**src/rtl/mdu_pkg.sv**
```systemverilog
// -----------------------------------------------------------------------------
// mdu_pkg
// Shared definitions for the iterative multiply/divide unit:
//   - op encodings (MULT, MULTU, DIV, DIVU)
//   - sequencer state encoding (IDLE, CALC, FIX)
//   - divide-by-zero LO value and small op-decode helpers
// -----------------------------------------------------------------------------
package mdu_pkg;

    localparam int MDU_WIDTH = 32;

    typedef enum logic [1:0] {
        MDU_MULT  = 2'b00,
        MDU_MULTU = 2'b01,
        MDU_DIV   = 2'b10,
        MDU_DIVU  = 2'b11
    } mdu_op_e;

    typedef enum logic [1:0] {
        IDLE = 2'b00,
        CALC = 2'b01,
        FIX  = 2'b10
    } mdu_state_e;

    // LO value committed by a divide with a zero divisor
    localparam logic [MDU_WIDTH-1:0] DIV0_LO = {MDU_WIDTH{1'b1}};

    function automatic logic mdu_is_div(input logic [1:0] op);
        return (op == MDU_DIV) || (op == MDU_DIVU);
    endfunction

    function automatic logic mdu_is_signed(input logic [1:0] op);
        return (op == MDU_MULT) || (op == MDU_DIV);
    endfunction

endpackage

```
**src/rtl/mdu_sequencer_if.sv**
```systemverilog
// -----------------------------------------------------------------------------
// mdu_sequencer_if
// Core-side bundle of the multiply/divide unit.
//   core -> mdu : start, op, rs_val, rt_val, hi_we, lo_we, wdata, hi_re, lo_re
//   mdu -> core : hi, lo, busy, stall, done, div_zero
// Modports: master (core side), slave (mdu side).
// -----------------------------------------------------------------------------
interface mdu_sequencer_if #(parameter int WIDTH = 32) ();

    logic             start;
    logic [1:0]       op;
    logic [WIDTH-1:0] rs_val;
    logic [WIDTH-1:0] rt_val;
    logic             hi_we;
    logic             lo_we;
    logic [WIDTH-1:0] wdata;
    logic             hi_re;
    logic             lo_re;
    logic [WIDTH-1:0] hi;
    logic [WIDTH-1:0] lo;
    logic             busy;
    logic             stall;
    logic             done;
    logic             div_zero;

    modport master (
        output start, op, rs_val, rt_val, hi_we, lo_we, wdata, hi_re, lo_re,
        input  hi, lo, busy, stall, done, div_zero
    );

    modport slave (
        input  start, op, rs_val, rt_val, hi_we, lo_we, wdata, hi_re, lo_re,
        output hi, lo, busy, stall, done, div_zero
    );

endinterface

```
**src/rtl/mdu_datapath.sv**
```systemverilog
// -----------------------------------------------------------------------------
// mdu_datapath
// Accumulator / remainder datapath of the multiply/divide unit: operand
// magnitude capture, shift-add multiply step, restoring divide step and the
// final sign fix-up.
//   load_i      capture operands (issue edge)
//   step_i      perform one iteration (CALC)
//   dz_i        current op is a divide by zero (selects the DIV0 result)
//   op_i        op at issue; rs_val_i / rt_val_i operands at issue
//   dz_o        issuing op is a divide with zero divisor
//   res_hi_o/res_lo_o  fixed-up result, valid in FIX
// Optional (MDU_EARLY_TERM_EN): cnt_i iteration index, early_o multiply may
// finish in the current step.
// -----------------------------------------------------------------------------
module mdu_datapath
    import mdu_pkg::*;
#(
    parameter int WIDTH = MDU_WIDTH
) (
    input  logic                 clk,
    input  logic                 rst_n,
    input  logic                 load_i,
    input  logic                 step_i,
    input  logic                 dz_i,
    input  logic [1:0]           op_i,
    input  logic [WIDTH-1:0]     rs_val_i,
    input  logic [WIDTH-1:0]     rt_val_i,
`ifdef MDU_EARLY_TERM_EN
    input  logic [$clog2(WIDTH):0] cnt_i,
    output logic                 early_o,
`endif
    output logic                 dz_o,
    output logic [WIDTH-1:0]     res_hi_o,
    output logic [WIDTH-1:0]     res_lo_o
);

    logic [2*WIDTH-1:0] acc_q;      // MUL: {partial, multiplier}; DIV: {remainder, quotient}
    logic [WIDTH-1:0]   m_q;        // multiplicand or divisor magnitude
    logic               is_div_q;
    logic               sa_q;
    logic               sb_q;

    logic               is_div_s;
    logic               a_neg_s;
    logic               b_neg_s;
    logic [WIDTH-1:0]   mag_a_s;
    logic [WIDTH-1:0]   mag_b_s;
    logic [WIDTH-1:0]   acc_hi_s;
    logic [WIDTH-1:0]   acc_lo_s;
    logic [WIDTH:0]     sum_s;
    logic [WIDTH:0]     rem_sh_s;
    logic [WIDTH:0]     diff_s;
    logic [2*WIDTH-1:0] mul_next_s;
    logic [2*WIDTH-1:0] div_next_s;
    logic [2*WIDTH-1:0] step_next_s;
    logic [2*WIDTH-1:0] prod_fix_s;
    logic [WIDTH-1:0]   quo_fix_s;
    logic [WIDTH-1:0]   rem_fix_s;

    assign is_div_s = mdu_is_div(op_i);
    assign a_neg_s  = mdu_is_signed(op_i) & rs_val_i[WIDTH-1];
    assign b_neg_s  = mdu_is_signed(op_i) & rt_val_i[WIDTH-1];
    assign mag_a_s  = a_neg_s ? (-rs_val_i) : rs_val_i;
    assign mag_b_s  = b_neg_s ? (-rt_val_i) : rt_val_i;
    assign dz_o     = is_div_s && (rt_val_i == {WIDTH{1'b0}});
    assign acc_hi_s = acc_q[2*WIDTH-1:WIDTH];
    assign acc_lo_s = acc_q[WIDTH-1:0];

    // One shift-add multiply step and one restoring divide step
    always_comb begin
        if (acc_q[0]) begin
            sum_s = {1'b0, acc_hi_s} + {1'b0, m_q};
        end else begin
            sum_s = {1'b0, acc_hi_s};
        end
        // carry lands in the MSB as the accumulator shifts right
        mul_next_s = {sum_s, acc_lo_s[WIDTH-1:1]};

        rem_sh_s = acc_q[2*WIDTH-1:WIDTH-1];
        diff_s   = rem_sh_s - {1'b0, m_q};
        if (diff_s[WIDTH]) begin
            div_next_s = {rem_sh_s[WIDTH-1:0], acc_lo_s[WIDTH-2:0], 1'b0};
        end else begin
            div_next_s = {diff_s[WIDTH-1:0], acc_lo_s[WIDTH-2:0], 1'b1};
        end
    end

`ifdef MDU_EARLY_TERM_EN
    logic [WIDTH-1:0]      mul_left_s;
    logic [$clog2(WIDTH):0] skip_s;

    // Multiply finishes now when no multiplier bits above the current one remain
    always_comb begin
        mul_left_s = acc_lo_s & ({WIDTH{1'b1}} >> cnt_i);
        skip_s     = ($clog2(WIDTH)+1)'(WIDTH-1) - cnt_i;
        if (!is_div_q && ((mul_left_s >> 1) == {WIDTH{1'b0}})) begin
            early_o     = 1'b1;
            step_next_s = mul_next_s >> skip_s;
        end else begin
            early_o     = 1'b0;
            step_next_s = is_div_q ? div_next_s : mul_next_s;
        end
    end
`else
    assign step_next_s = is_div_q ? div_next_s : mul_next_s;
`endif

    // Sign fix-up and result selection for the commit edge
    always_comb begin
        prod_fix_s = (sa_q ^ sb_q) ? (-acc_q) : acc_q;
        quo_fix_s  = (sa_q ^ sb_q) ? (-acc_lo_s) : acc_lo_s;
        rem_fix_s  = sa_q ? (-acc_hi_s) : acc_hi_s;
        if (dz_i) begin
            // raw dividend was parked in the low half at issue
            res_hi_o = acc_lo_s;
            res_lo_o = DIV0_LO;
        end else if (is_div_q) begin
            res_hi_o = rem_fix_s;
            res_lo_o = quo_fix_s;
        end else begin
            res_hi_o = prod_fix_s[2*WIDTH-1:WIDTH];
            res_lo_o = prod_fix_s[WIDTH-1:0];
        end
    end

    // Operand capture on issue, iteration update in CALC
    always_ff @(posedge clk or negedge rst_n) begin
        if (!rst_n) begin
            acc_q    <= {(2*WIDTH){1'b0}};
            m_q      <= {WIDTH{1'b0}};
            is_div_q <= 1'b0;
            sa_q     <= 1'b0;
            sb_q     <= 1'b0;
        end else if (load_i) begin
            is_div_q <= is_div_s;
            sa_q     <= a_neg_s;
            sb_q     <= b_neg_s;
            m_q      <= is_div_s ? mag_b_s : mag_a_s;
            acc_q    <= {{WIDTH{1'b0}},
                         dz_o ? rs_val_i : (is_div_s ? mag_a_s : mag_b_s)};
        end else if (step_i) begin
            acc_q    <= step_next_s;
        end
    end

endmodule

```
**src/rtl/mdu_sequencer.sv**
```systemverilog
// -----------------------------------------------------------------------------
// mdu_sequencer
// Iterative multiply/divide unit owning the HI/LO pair. Sequencing FSM
// (IDLE -> CALC x WIDTH -> FIX), iteration counter, HI/LO registers, MTHI/MTLO
// and stall generation; arithmetic lives in mdu_datapath.
//   clk, rst_n   clock, async active-low reset (aborts any operation)
//   bus          mdu_sequencer_if.slave: issue/operands, MTHI/MTLO, MFHI/MFLO
//                decode hints, hi/lo/busy/done/div_zero (registered) and
//                stall (combinational)
// Optional feature macro: MDU_EARLY_TERM_EN (multiply early termination).
// -----------------------------------------------------------------------------
module mdu_sequencer
    import mdu_pkg::*;
#(
    parameter int WIDTH = MDU_WIDTH
) (
    input  logic           clk,
    input  logic           rst_n,
    mdu_sequencer_if.slave bus
);

    localparam int CNT_W = $clog2(WIDTH) + 1;

    mdu_state_e       state_q;
    logic [CNT_W-1:0] cnt_q;
    logic [WIDTH-1:0] hi_q;
    logic [WIDTH-1:0] lo_q;
    logic             busy_q;
    logic             done_q;
    logic             div_zero_q;

    logic             load_s;
    logic             step_s;
    logic             dz_s;
    logic             last_s;
    logic [WIDTH-1:0] res_hi_s;
    logic [WIDTH-1:0] res_lo_s;

    assign load_s = (state_q == IDLE) && bus.start;
    assign step_s = (state_q == CALC);

`ifdef MDU_EARLY_TERM_EN
    logic early_s;
    assign last_s = (cnt_q == CNT_W'(WIDTH-1)) || early_s;
`else
    assign last_s = (cnt_q == CNT_W'(WIDTH-1));
`endif

    mdu_datapath #(.WIDTH(WIDTH)) u_dp (
        .clk      (clk),
        .rst_n    (rst_n),
        .load_i   (load_s),
        .step_i   (step_s),
        .dz_i     (div_zero_q),
        .op_i     (bus.op),
        .rs_val_i (bus.rs_val),
        .rt_val_i (bus.rt_val),
`ifdef MDU_EARLY_TERM_EN
        .cnt_i    (cnt_q),
        .early_o  (early_s),
`endif
        .dz_o     (dz_s),
        .res_hi_o (res_hi_s),
        .res_lo_o (res_lo_s)
    );

    // Sequencing FSM with HI/LO ownership and registered status outputs
    always_ff @(posedge clk or negedge rst_n) begin
        if (!rst_n) begin
            state_q    <= IDLE;
            cnt_q      <= {CNT_W{1'b0}};
            hi_q       <= {WIDTH{1'b0}};
            lo_q       <= {WIDTH{1'b0}};
            busy_q     <= 1'b0;
            done_q     <= 1'b0;
            div_zero_q <= 1'b0;
        end else begin
            done_q <= 1'b0;
            case (state_q)
                IDLE: begin
                    if (bus.start) begin
                        // start wins over a same-cycle MTHI/MTLO
                        cnt_q      <= {CNT_W{1'b0}};
                        div_zero_q <= dz_s;
                        busy_q     <= 1'b1;
                        state_q    <= dz_s ? FIX : CALC;
                    end else begin
                        if (bus.hi_we) hi_q <= bus.wdata;
                        if (bus.lo_we) lo_q <= bus.wdata;
                    end
                end
                CALC: begin
                    cnt_q <= cnt_q + CNT_W'(1);
                    if (last_s) state_q <= FIX;
                end
                FIX: begin
                    hi_q    <= res_hi_s;
                    lo_q    <= res_lo_s;
                    busy_q  <= 1'b0;
                    done_q  <= 1'b1;
                    state_q <= IDLE;
                end
                default: begin
                    busy_q  <= 1'b0;
                    state_q <= IDLE;
                end
            endcase
        end
    end

    assign bus.hi       = hi_q;
    assign bus.lo       = lo_q;
    assign bus.busy     = busy_q;
    assign bus.done     = done_q;
    assign bus.div_zero = div_zero_q;
    assign bus.stall    = busy_q & (bus.start | bus.hi_we | bus.lo_we |
                                    bus.hi_re | bus.lo_re);

endmodule

```
**src/flat_wrapper.sv**
```systemverilog
// flat-port wrapper written by rule: the top's interface ports become plain ports
module mdu_sequencer_flat import mdu_pkg::*;
#(
    parameter int WIDTH = MDU_WIDTH
)
  (clk, rst_n, bus_start, bus_op, bus_rs_val, bus_rt_val, bus_hi_we, bus_lo_we, bus_wdata, bus_hi_re, bus_lo_re, bus_hi, bus_lo, bus_busy, bus_stall, bus_done, bus_div_zero);
  mdu_sequencer_if #(.WIDTH(WIDTH)) bus_i ();
  input  logic clk;
  input  logic rst_n;
  input wire logic [$bits(bus_i.start)-1:0] bus_start;
  input wire logic [$bits(bus_i.op)-1:0] bus_op;
  input wire logic [$bits(bus_i.rs_val)-1:0] bus_rs_val;
  input wire logic [$bits(bus_i.rt_val)-1:0] bus_rt_val;
  input wire logic [$bits(bus_i.hi_we)-1:0] bus_hi_we;
  input wire logic [$bits(bus_i.lo_we)-1:0] bus_lo_we;
  input wire logic [$bits(bus_i.wdata)-1:0] bus_wdata;
  input wire logic [$bits(bus_i.hi_re)-1:0] bus_hi_re;
  input wire logic [$bits(bus_i.lo_re)-1:0] bus_lo_re;
  output wire logic [$bits(bus_i.hi)-1:0] bus_hi;
  output wire logic [$bits(bus_i.lo)-1:0] bus_lo;
  output wire logic [$bits(bus_i.busy)-1:0] bus_busy;
  output wire logic [$bits(bus_i.stall)-1:0] bus_stall;
  output wire logic [$bits(bus_i.done)-1:0] bus_done;
  output wire logic [$bits(bus_i.div_zero)-1:0] bus_div_zero;
  assign bus_i.start = bus_start;
  assign bus_i.op = bus_op;
  assign bus_i.rs_val = bus_rs_val;
  assign bus_i.rt_val = bus_rt_val;
  assign bus_i.hi_we = bus_hi_we;
  assign bus_i.lo_we = bus_lo_we;
  assign bus_i.wdata = bus_wdata;
  assign bus_i.hi_re = bus_hi_re;
  assign bus_i.lo_re = bus_lo_re;
  assign bus_hi = bus_i.hi;
  assign bus_lo = bus_i.lo;
  assign bus_busy = bus_i.busy;
  assign bus_stall = bus_i.stall;
  assign bus_done = bus_i.done;
  assign bus_div_zero = bus_i.div_zero;
  mdu_sequencer #(.WIDTH(WIDTH)) u_core (.clk(clk), .rst_n(rst_n), .bus(bus_i));
endmodule
```
**config.mk**
```make
export PLATFORM = sky130hd
export DESIGN_NAME = mdu_sequencer_flat
export DESIGN_NICKNAME = d
export VERILOG_FILES = /design/src/rtl/mdu_pkg.sv /design/src/rtl/mdu_sequencer_if.sv /design/src/rtl/mdu_datapath.sv /design/src/rtl/mdu_sequencer.sv /design/src/flat_wrapper.sv
export SDC_FILE = /design/constraint.sdc
export NUM_CORES = 1
export LEC_CHECK = 0
export ABC_AREA = 0
export BUFFER_PORTS_ARGS = -buffer_cell sky130_fd_sc_hd__buf_2
export CAP_MARGIN = 40
export CORE_MARGIN = 2
export CORE_UTILIZATION = 55
export CTS_BUF_LIST = sky130_fd_sc_hd__clkbuf_16
export DETAILED_ROUTE_END_ITERATION = 6
export PLACE_DENSITY_LB_ADDON = 0.15
export SYNTH_ARGS = -nofsm -noshare
export SYNTH_HDL_FRONTEND = slang
export SYNTH_HIERARCHICAL = 1
export SYNTH_SLANG_ARGS = --single-unit
```
**constraint.sdc**
```tcl
create_clock -name clk -period 7.75 [get_ports clk]
set_input_delay 0.775 -clock clk [delete_from_list [all_inputs] [get_ports clk]]
set_output_delay 0.775 -clock clk [all_outputs]
set_load 0.01 [all_outputs]
```
==> results.toml <==
[placement]
place_hpwl_microns = 47800
port_buffers = 172
gpl.final_weighted_congestion = 1.04
post-place-cells = 2562

[route]
wire_length_after_detailed_routing_microns = 62300
dr.pass1.iters = 7
routedWlPerCell_microns = 24.0
vias = 16800
drcViolationCount = 0
detail-route-antenna-nets = 0
via_per_inst = 6.49
detailedRoute.firstIterationViolations = 1888

[die]
die_area_sq_um = 33000
core.rowCount = 65
start_util = 0.554
floorplan.core_area_sq_um = 31300
die_h_microns = 182
die_w_microns = 182
io-pin-count = 173

[global_routing]
grt_overflow_total = 0
grt.total_usage = 0.373
pin_count_of_the_biggest_net_entering_global_routing = 83
grt_antenna_before_repair = 3
grt_pass1_wl_microns = 94200
vias_in_the_first_global_route = 15400

[final_layout]
flow.area_growth_from_synthesis_pct = 9.34
n_fill_cell = 2826
num-nets-final = 2355
fin_cells = 2593
final_layout_size_suffix_gt1_frac = 0.188

[yosys]
synth.net_count = 2282
syn_inst_count = 2106
yosys_warnings = 6
synth.ff_latch_count = 174
synth_ff_type = "sky130_fd_sc_hd__dfrtp_1"
synth-edff-count = 0
ys_seq_area_frac = 0.251
ys_types = 86
syn_area_sq_um = 17400
synth_area_per_cell_sq_um = 8.24
async_reset_ff_frac = 1.00

[job]
cap_viol_max_count = 0

[worst_setup_path]
worstSetupStartpoint = "u_core/u_dp/acc_q[31]"
timing.critical_path.cells = "inv_1, ha_1, fa_1, nand2b_1, a21oi_1, o21a_1, o41ai_1, o21ai_1, xor2_4, buf_4, nand2_1, a311o_1, o21ai_0"
cpMaxStageDelayCell = "sky130_fd_sc_hd__o41ai_1"
end_kind = "register"
slowest_delay_ps = 580
critPathRequiredTime_ps = 8130
path_class = "register to register"
startpoint_type_of_the_worst_setup_path = "register"
critPathBufInv = 2
timing.reg2reg.worst_path_depth = 13
crit-reg2reg-launch = "u_core/u_dp/acc_q[31]"
rr_endpoint = "u_core/u_dp/acc_q[0]"
critical_path.max_fanout = 42
reg2reg_setup_slack_ps = 3560
cp.arrival_ps = 4570
cell_class_contributing_the_biggest_share_of_worst_path_delay = "compound AO/OA/AOI/OAI gates"

[clocking]
clockRootBuffer = "sky130_fd_sc_hd__clkbuf_16"
cts.repair.resized = 0
cts.reportedPaths.clkPinSlew_ps = 70
ctsHtreeMaxLevel = 4
cts_tree = "built"
cts-hold-fix-buffers = 0
clock-sinks = 174
cts_made_buffers = 17
max-clock-path-buffers = 2
postCtsSetupBuffers = 0
clk-insertion-delay-late_ps = 460

[timing]
grt_setup_unrepaired = "false"
worst_hold_check_slack_ps = 265
max_clock_freq_mhz = 239
slew_headroom = 0.413
setup_clock_skew_after_layout_ps = 12.0
layout_min_cycle_time_ps = 4190
hold_viol = 0
timing.final.crit_share = 0.540
final_max_slew_viol_count = 0
timing.final.setup_violations = 0
final.setup.tns_ps = 0
tightestPinTransition_ps = 873

[power]
power_per_cell_area_nw_per_um2 = 542
vdd_ir_drop_max_mv = 0.328
p_leak_nw = 8.16

[run_status]
status = "complete, no violations"

[min_path]
hold_path.class = "primary input to asynchronous set/reset pin"
[where the power goes]
group	total, W	switching [W]	internal, W
logic	0.00724	0.00421	0.00303
clock network	0.000877	0.000403	0.000474
registers	0.00218	0.000814	0.00137
[layout by cell type, fill, tap and decap left out, types with 39 or more instances in the layout]
cell type,n
sky130_fd_sc_hd__o211ai_1,45
sky130_fd_sc_hd__xnor2_1,91
sky130_fd_sc_hd__nor2_1,130
sky130_fd_sc_hd__buf_2,172
sky130_fd_sc_hd__o21ai_0,133
sky130_fd_sc_hd__mux2_2,49
sky130_fd_sc_hd__a21oi_1,157
sky130_fd_sc_hd__ha_1,69
sky130_fd_sc_hd__nor3_1,39
sky130_fd_sc_hd__o21ai_1,77
sky130_fd_sc_hd__mux2i_1,63
sky130_fd_sc_hd__inv_1,66
sky130_fd_sc_hd__xor2_1,72
sky130_fd_sc_hd__nand2b_1,53
sky130_fd_sc_hd__mux2_4,98
sky130_fd_sc_hd__dfrtp_1,172
sky130_fd_sc_hd__nand2_1,219
[layout make-up]
cell class,instances,area [sq um],area share
diodes,1,2.50,0.000132
clock buffers,17,425,0.0224
clock inverters,13,143,0.00752
inverters,70,264,0.0139
multi-input cells,1714,12100,0.639
flip-flops and latches,174,4360,0.230
well taps,402,503,0.0265
repair buffers,202,1140,0.0603
[kinds of logic after synthesis]
logic type,after synthesis,synth area share
compound gates,642,0.231
mux,215,0.156
buf+inv,218,0.0523
fa+ha+maj,71,0.0521
flops,174,0.251
xor+xnor,164,0.0828
simple gates,622,0.175
[flip-flops by register name (all words and copies together) (netlist names), 2 cells and up]
register           count
u_core/bus.lo         32
u_core/cnt_q           6
u_core/bus.hi         32
u_core/state_q         2
u_core/u_dp/m_q       32
u_core/u_dp/acc_q     64
[per-layer routing]
layer,track usage,part of all wire
met2,0.547,0.42
met1,0.535,0.45
met5,0,0.00037
met3,0.0856,0.096
met4,0.141,0.039
[Yosys cell counts, types with 11 or more instances]
master / instances / area (sq um)
sky130_fd_sc_hd__xnor2_1: 91 / 797
sky130_fd_sc_hd__mux2_4: 98 / 1470
sky130_fd_sc_hd__nor3_1: 39 / 195
sky130_fd_sc_hd__nand3_1: 33 / 165
sky130_fd_sc_hd__buf_1: 16 / 60.1
sky130_fd_sc_hd__nor2_1: 131 / 492
sky130_fd_sc_hd__mux2_2: 49 / 552
sky130_fd_sc_hd__dfrtp_1: 174 / 4350
sky130_fd_sc_hd__ha_1: 69 / 863
sky130_fd_sc_hd__o211ai_1: 45 / 338
sky130_fd_sc_hd__o31ai_1: 28 / 210
sky130_fd_sc_hd__buf_2: 11 / 55.1
sky130_fd_sc_hd__or3_1: 22 / 138
sky130_fd_sc_hd__and3_1: 15 / 93.8
sky130_fd_sc_hd__nand2_1: 219 / 822
sky130_fd_sc_hd__inv_1: 67 / 251
sky130_fd_sc_hd__mux2i_1: 63 / 631
sky130_fd_sc_hd__a211oi_1: 20 / 150
sky130_fd_sc_hd__or4_1: 11 / 82.6
sky130_fd_sc_hd__nor2b_1: 24 / 150
sky130_fd_sc_hd__o41ai_1: 11 / 96.3
sky130_fd_sc_hd__nand2b_1: 53 / 332
sky130_fd_sc_hd__clkbuf_1: 108 / 405
sky130_fd_sc_hd__a21o_1: 30 / 225
sky130_fd_sc_hd__o21ai_0: 133 / 666
sky130_fd_sc_hd__o21a_1: 18 / 135
sky130_fd_sc_hd__nand4_1: 11 / 68.8
sky130_fd_sc_hd__nor4_1: 14 / 87.6
sky130_fd_sc_hd__xor2_1: 73 / 639
sky130_fd_sc_hd__a31oi_1: 25 / 156
sky130_fd_sc_hd__a21oi_1: 157 / 786
sky130_fd_sc_hd__o21ai_1: 77 / 385
[worst reg2reg max path, cell delays in order (launching register included)]
cell and delay [ps]:
sky130_fd_sc_hd__dfrtp_1 460, sky130_fd_sc_hd__inv_1 240, sky130_fd_sc_hd__ha_1 260, sky130_fd_sc_hd__fa_1 220, sky130_fd_sc_hd__nand2b_1 140, sky130_fd_sc_hd__a21oi_1 110, sky130_fd_sc_hd__o21a_1 250, sky130_fd_sc_hd__o41ai_1 580
sky130_fd_sc_hd__o21ai_1 260, sky130_fd_sc_hd__xor2_4 160, sky130_fd_sc_hd__buf_4 510, sky130_fd_sc_hd__nand2_1 430, sky130_fd_sc_hd__a311o_1 420, sky130_fd_sc_hd__o21ai_0 70
[how the worst max path moves through the flow]
| stage | depth (start not counted) | to |
|---|---|---|
| 2_1_floorplan | 12 | u_core/bus.hi[30] |
| 3_3_place_gp | 11 | u_core/u_dp/acc_q[0] |
| 3_5_place_dp | 11 | u_core/u_dp/acc_q[0] |
| 4_1_cts | 11 | u_core/u_dp/acc_q[0] |
| 5_1_grt | 13 | u_core/bus.hi[20] |
| 6_report | 13 | u_core/u_dp/acc_q[0] |
[metrics by stage]
step	total power [W]	worst slack (ps)	cell area (sq um)	utilization
3_3_place_gp	0.00906	3670	18300	0.585
5_1_grt	0.0110	3390	19000	0.606
3_5_place_dp	0.00916	3640	18400	0.588
4_1_cts	0.0101	3610	19000	0.606
2_1_floorplan	0.00707	4360	17400	-
6_report	0.0103	3560	19000	0.606
(Power assumes the default switching activity.)
